**src/rtl/chacha_pkg.sv**
```systemverilog
// rtl/chacha_pkg.sv - shared types, rotation constants and helpers for the inverse ChaCha quarter round
package chacha_pkg;

    typedef logic [31:0] word_t;

    // Rotation amounts of the inverse half-steps, in the order they are undone
    localparam logic [4:0] ROT0 = 5'd7;
    localparam logic [4:0] ROT1 = 5'd8;
    localparam logic [4:0] ROT2 = 5'd12;
    localparam logic [4:0] ROT3 = 5'd16;

    typedef enum logic [1:0] {
        IDLE = 2'd0,
        RUN  = 2'd1,
        DONE = 2'd2
    } state_t;

    // 32-bit rotate right; a zero rotation yields x because x << 32 is zero
    function automatic word_t ror32(input word_t x, input logic [4:0] r);
        return (x >> r) | (x << (6'd32 - {1'b0, r}));
    endfunction

endpackage

```
**src/rtl/chacha_inv_step.sv**
```systemverilog
// rtl/chacha_inv_step.sv - one combinational inverse ARX half-step
module chacha_inv_step
    import chacha_pkg::*;
(
    input  logic [31:0] x,
    input  logic [31:0] y,
    input  logic [31:0] z,
    input  logic [4:0]  rot,
    output logic [31:0] x_nxt,
    output logic [31:0] y_nxt
);

    // x is un-rotated and un-XORed with y; y has z subtracted back out
    always_comb begin
        x_nxt = ror32(x, rot) ^ y;
        y_nxt = y - z;
    end

endmodule

```
**src/rtl/chacha_inv_qr_iter.sv**
```systemverilog
// rtl/chacha_inv_qr_iter.sv - iterative inverse ChaCha quarter round, one half-step per clock
module chacha_inv_qr_iter
    import chacha_pkg::*;
#(
    parameter int N_QR = 1
) (
    input  logic        clk,
    input  logic        reset,
    input  logic        in_valid,
    output logic        in_ready,
    input  logic [31:0] a_in,
    input  logic [31:0] b_in,
    input  logic [31:0] c_in,
    input  logic [31:0] d_in,
    output logic        out_valid,
    input  logic        out_ready,
    output logic [31:0] a_out,
    output logic [31:0] b_out,
    output logic [31:0] c_out,
    output logic [31:0] d_out
);

    localparam int QW = (N_QR > 1) ? $clog2(N_QR) : 1;
    localparam logic [QW-1:0] QR_LAST = QW'(N_QR - 1);

    state_t          state_q, state_d;
    logic [1:0]      step_q, step_d;
    logic [QW-1:0]   qr_cnt_q, qr_cnt_d;
    word_t           w_a_q, w_a_d;
    word_t           w_b_q, w_b_d;
    word_t           w_c_q, w_c_d;
    word_t           w_d_q, w_d_d;

    logic            odd_step;
    word_t           st_x, st_y, st_z;
    word_t           st_x_nxt, st_y_nxt;
    logic [4:0]      st_rot;

    // Even steps rework (b,c) against d; odd steps rework (d,a) against b
    always_comb begin
        odd_step = step_q[0];
        st_x     = odd_step ? w_d_q : w_b_q;
        st_y     = odd_step ? w_a_q : w_c_q;
        st_z     = odd_step ? w_b_q : w_d_q;
        case (step_q)
            2'd0:    st_rot = ROT0;
            2'd1:    st_rot = ROT1;
            2'd2:    st_rot = ROT2;
            default: st_rot = ROT3;
        endcase
    end

    chacha_inv_step u_step (
        .x     (st_x),
        .y     (st_y),
        .z     (st_z),
        .rot   (st_rot),
        .x_nxt (st_x_nxt),
        .y_nxt (st_y_nxt)
    );

    // Next-state logic: load on accept, one half-step per cycle in RUN, hold in DONE
    always_comb begin
        state_d  = state_q;
        step_d   = step_q;
        qr_cnt_d = qr_cnt_q;
        w_a_d    = w_a_q;
        w_b_d    = w_b_q;
        w_c_d    = w_c_q;
        w_d_d    = w_d_q;
        case (state_q)
            IDLE: begin
                if (in_valid) begin
                    w_a_d    = a_in;
                    w_b_d    = b_in;
                    w_c_d    = c_in;
                    w_d_d    = d_in;
                    step_d   = 2'd0;
                    qr_cnt_d = '0;
                    state_d  = RUN;
                end
            end
            RUN: begin
                if (odd_step) begin
                    w_d_d = st_x_nxt;
                    w_a_d = st_y_nxt;
                end else begin
                    w_b_d = st_x_nxt;
                    w_c_d = st_y_nxt;
                end
                step_d = step_q + 2'd1;
                if (step_q == 2'd3) begin
                    if (qr_cnt_q == QR_LAST) begin
                        state_d = DONE;
                    end else begin
                        qr_cnt_d = qr_cnt_q + 1'b1;
                    end
                end
            end
            DONE: begin
                if (out_ready) begin
                    state_d = IDLE;
                end
            end
            default: state_d = IDLE;
        endcase
    end

    // State and working registers; reset discards any in-flight result
    always_ff @(posedge clk) begin
        if (!reset) begin
            state_q  <= IDLE;
            step_q   <= 2'd0;
            qr_cnt_q <= '0;
            w_a_q    <= '0;
            w_b_q    <= '0;
            w_c_q    <= '0;
            w_d_q    <= '0;
        end else begin
            state_q  <= state_d;
            step_q   <= step_d;
            qr_cnt_q <= qr_cnt_d;
            w_a_q    <= w_a_d;
            w_b_q    <= w_b_d;
            w_c_q    <= w_c_d;
            w_d_q    <= w_d_d;
        end
    end

    assign in_ready  = (state_q == IDLE);
    assign out_valid = (state_q == DONE);
    assign a_out     = w_a_q;
    assign b_out     = w_b_q;
    assign c_out     = w_c_q;
    assign d_out     = w_d_q;

endmodule

```
**config.mk**
```make
export PLATFORM = sky130hd
export DESIGN_NAME = chacha_inv_qr_iter
export DESIGN_NICKNAME = d
export VERILOG_FILES = /design/src/rtl/chacha_pkg.sv /design/src/rtl/chacha_inv_step.sv /design/src/rtl/chacha_inv_qr_iter.sv
export SDC_FILE = /design/constraint.sdc
export NUM_CORES = 1
export LEC_CHECK = 0
export CAP_MARGIN = 10
export CORE_ASPECT_RATIO = 1.2
export CORE_MARGIN = 2
export CORE_UTILIZATION = 47
export CTS_BUF_LIST = sky130_fd_sc_hd__clkbuf_4
export DETAILED_ROUTE_END_ITERATION = 7
export PLACE_DENSITY = 0.76
export REMOVE_ABC_BUFFERS = 1
export SLEW_MARGIN = 5
export SYNTH_ARGS = -nofsm -noshare
export SYNTH_HDL_FRONTEND = slang
export SYNTH_SLANG_ARGS = --single-unit
```
**constraint.sdc**
```tcl
create_clock -name clk -period 3.8 [get_ports clk]
set_input_delay 0.57 -clock clk [delete_from_list [all_inputs] [get_ports clk]]
set_output_delay 0.57 -clock clk [all_outputs]
set_load 0.1 [all_outputs]
```
==> impl_metrics.py <==
metrics = {
    "status": {
        "run_status": "complete, but fails checks",
        "failed_checks": "DRC",
    },
    "power": {
        "pwr-share-seq": 0.253,
        "clockPowerShare": 0.151,
        "power.ir.vdd_worst_mv": 0.3307,
        "netSwitchingPower_w": 0.003687,
        "p_leak_nw": 4.971,
        "power_density_nw_per_um2": 511.5,
        "internal_power_w": 0.003451,
        "power.switching_fraction": 0.5165,
        "share_comb_of_total_power": 0.596,
    },
    "detailed_routing": {
        "drtIter0Drc": 1005,
        "wirelength_um": 40380,
        "post_drt_wl_per_cell_um": 22.41,
        "drc": 5,
        "ant_nets": 0,
        "vias_per_cell": 6.438,
        "1st_pass_router_iterations": 8,
        "vias": 11600,
    },
    "clock_tree": {
        "cts_max_level": 4,
        "clock_buffer_count_from_cts": 17,
        "cts.reportedPaths.clkPinSlew_ns": 0.14,
        "cts-hold-fix-buffers": 0,
        "latest_clock_arrival_within_the_worst_skew_pair_ns": 0.58,
        "tritoncts": "yes",
        "num_clock_sinks": 132,
        "max-clock-path-buffers": 2,
        "cts-root-buf": "clkbuf_4",
    },
    "logic_synthesis": {
        "register_bit_count_reported_by_yosys": 132,
        "synth_enable_flop_cells": 0,
        "synth.yosys.seq_area_share": 0.2473,
        "ys_dominant_reg_cell": "dfxtp_1",
        "async_reset_ff_frac": 0,
        "synth_top_cells_by_area": "dfxtp_1 25%, mux4_2 11%, a21oi_1 6.8%, o21ai_0 6.7%, mux2i_1 5.8%",
        "netlist_instances": 1297,
        "synth_top_cell_by_area": "dfxtp_1",
        "syn-cell-area_sq_um": 10680,
        "yosysWarningCount": 0,
        "synth_largest_type_area_fraction": 0.2473,
        "avgSynthCellArea_sq_um": 8.237,
        "synthDistinctLibCells": 58,
    },
    "die": {
        "initial_utilization": 0.4776,
        "die_area_sq_um": 23960,
        "die_w_um": 141.6,
        "floorplan.core_area_sq_um": 22370,
        "ios": 262,
        "rows": 60,
        "dieHeight_um": 169.2,
    },
    "layout": {
        "area_growth_pct": 30.61,
        "layout_common_cells": "259 x clkdlybuf4s50_1, 143 x a21oi_1, 142 x o21ai_0, 131 x dfxtp_1",
        "final_common_cell": "clkdlybuf4s50_1",
        "fraction_of_final_layout_cells_sized_beyond_drive_strength_1": 0.1327,
        "final_cell_count_no_fill": 1802,
        "post-route-util": 0.6238,
        "number_of_nets_at_the_end_of_the_flow": 1679,
    },
    "timing": {
        "clock.fmax_mhz": 284.3,
        "skew_ns": 0.03169,
        "final_setup_vio_count": 0,
        "tightest_slew_ns": 1.025,
        "maxSlewHeadroom": 0.3167,
        "endpoints_failing_hold": 0,
        "finalMaxSlewViolations": 0,
        "final_period_minus_worst_setup_slack_ns": 3.517,
        "setup_tns_final_ns": 0,
        "grt_setup_unrepaired": "no",
        "finalCritPeriodShare": 0.9256,
        "setup_ws_ns": 0.2828,
    },
    "grt": {
        "initial_antenna_violation_count": 1,
        "vias_in_the_first_global_route": 11140,
        "first_pass_grt_wire_length_um": 62110,
        "grt_util_all_layers": 0.3296,
        "largest_net_degree_at_the_start_of_global_routing": 119,
        "grt_remaining_overflow": 0,
    },
    "setup_path": {
        "crit_required_ns": 4.30,
        "worst-r2r-setup-slack_ns": 0.28,
        "setup.worst_path.end_class": "register",
        "critical_path_class": "register to register",
        "worst-endpoint-arrival_ns": 4.02,
        "critical_path.startpoint_type": "register",
        "crit_path_max_fanout": 11,
    },
    "hold_path": {
        "holdCritPathClass": "register to register",
    },
    "place": {
        "post-dp-hpwl_um": 29610,
        "gp_routability_congestion": 0.9879,
        "place.detailed.instances": 1769,
        "placement.setup.worst_slack_ns": 0.2970,
        "port_buffers": 261,
    },
    "job": {
        "max-cap-violations": 0,
    },
}
==> power groups by stage <==
| stage | sequential (W) | combinational (W) | clock, W |
|---|---|---|---|
| final | 0.00181 | 0.00425 | 0.00108 |
| after global placement | 0.00183 | 0.00415 | 0 |
| after detailed placement | 0.00183 | 0.00418 | 0 |
| after global routing | 0.00182 | 0.00450 | 0.00115 |
| after CTS | 0.00180 | 0.00420 | 0.00108 |
| after floorplan | 0.00294 | 0.00183 | 0 |
==> critical path: stages (launching register included) <==
cell and delay [ns]:
dfxtp_4 0.48, mux2_2 0.36, ha_1 0.23, fa_1 0.43, nand2b_1 0.19, a21oi_1 0.17
buf_4 0.17, o2111a_1 0.27, o21ai_0 0.25, buf_4 0.22, a211oi_1 0.23, nor3_1 0.07
nand3b_1 0.21, a21oi_1 0.17
==> cells in the mapped netlist (11+ instances only) <==
master	number
ha_1	37
a221oi_1	12
xnor2_1	35
mux2_2	50
nand2b_1	11
nand2_1	100
o211ai_1	69
nand3_1	59
a211oi_1	11
a31oi_1	13
mux2i_1	62
dfxtp_1	132
o21ai_0	142
mux4_2	52
inv_1	15
buf_1	15
a21oi_1	146
nor2_1	100
clkbuf_1	73
nor3_1	13
xor2_1	13
buf_2	17
==> worst paths after layout <==
kind	from	endpoint	cells past startpoint
setup / recovery	step_q[0]	a_out[26]	13
hold / removal	c_out[12]	c_out[12]	2
setup reg to reg	step_q[0]	a_out[26]	13
hold reg to reg	c_out[12]	c_out[12]	2
==> metrics by stage <==
step	cell area (sq um)	total power, W	hold WS (ns)
finish	13950	0.007138	0.5050
global route	13950	0.007469	0.5163
CTS	13940	0.007076	0.4788
detailed placement	13630	0.006002	0.4869
global placement	13630	0.005977	0.4867
floorplan	10190	0.004763	0.5353
==> flip-flops by register name, summed over array words and instances, names as in the netlist <==
name,count
a_out,32
b_out,32
c_out,32
d_out,32
state_q,2
step_q,2
==> layout make-up <==
cell class	instances	area (sq um)
clock inverters	14	173.9
multi-input cells	1035	7535
repair buffers	307	3053
flip-flops and latches	132	2646
fillers	1973	8417
inverters	16	60.06
diodes	1	2.502
well taps	279	349.1
clock buffers	18	135.1
==> layer usage <==
metal	wire (um)	GRT usage	up-vias
met4	1528	0.1309	0
met2	19880	0.5663	598
met5	0	0	-
li1	-	-	5315
met1	16010	0.4140	5597
met3	2957	0.05277	91
==> cells by family after synthesis <==
logic type | count (synthesis) | share of synthesized area
fa+ha+maj | 38 | 0.04520
simple gates | 326 | 0.1371
flops | 132 | 0.2473
xor+xnor | 48 | 0.03935
compound gates | 459 | 0.2587
buf+inv | 130 | 0.05188
mux | 164 | 0.2204
==> repair_timing <==
| item | CTS | global route |
|---|---|---|
| buffers inserted | 0 | 0 |
| endpoints found under the setup margin | 0 | 6 |
| resized for setup | 0 | 3 |
Note: power is estimated with default switching activity, not from simulation.
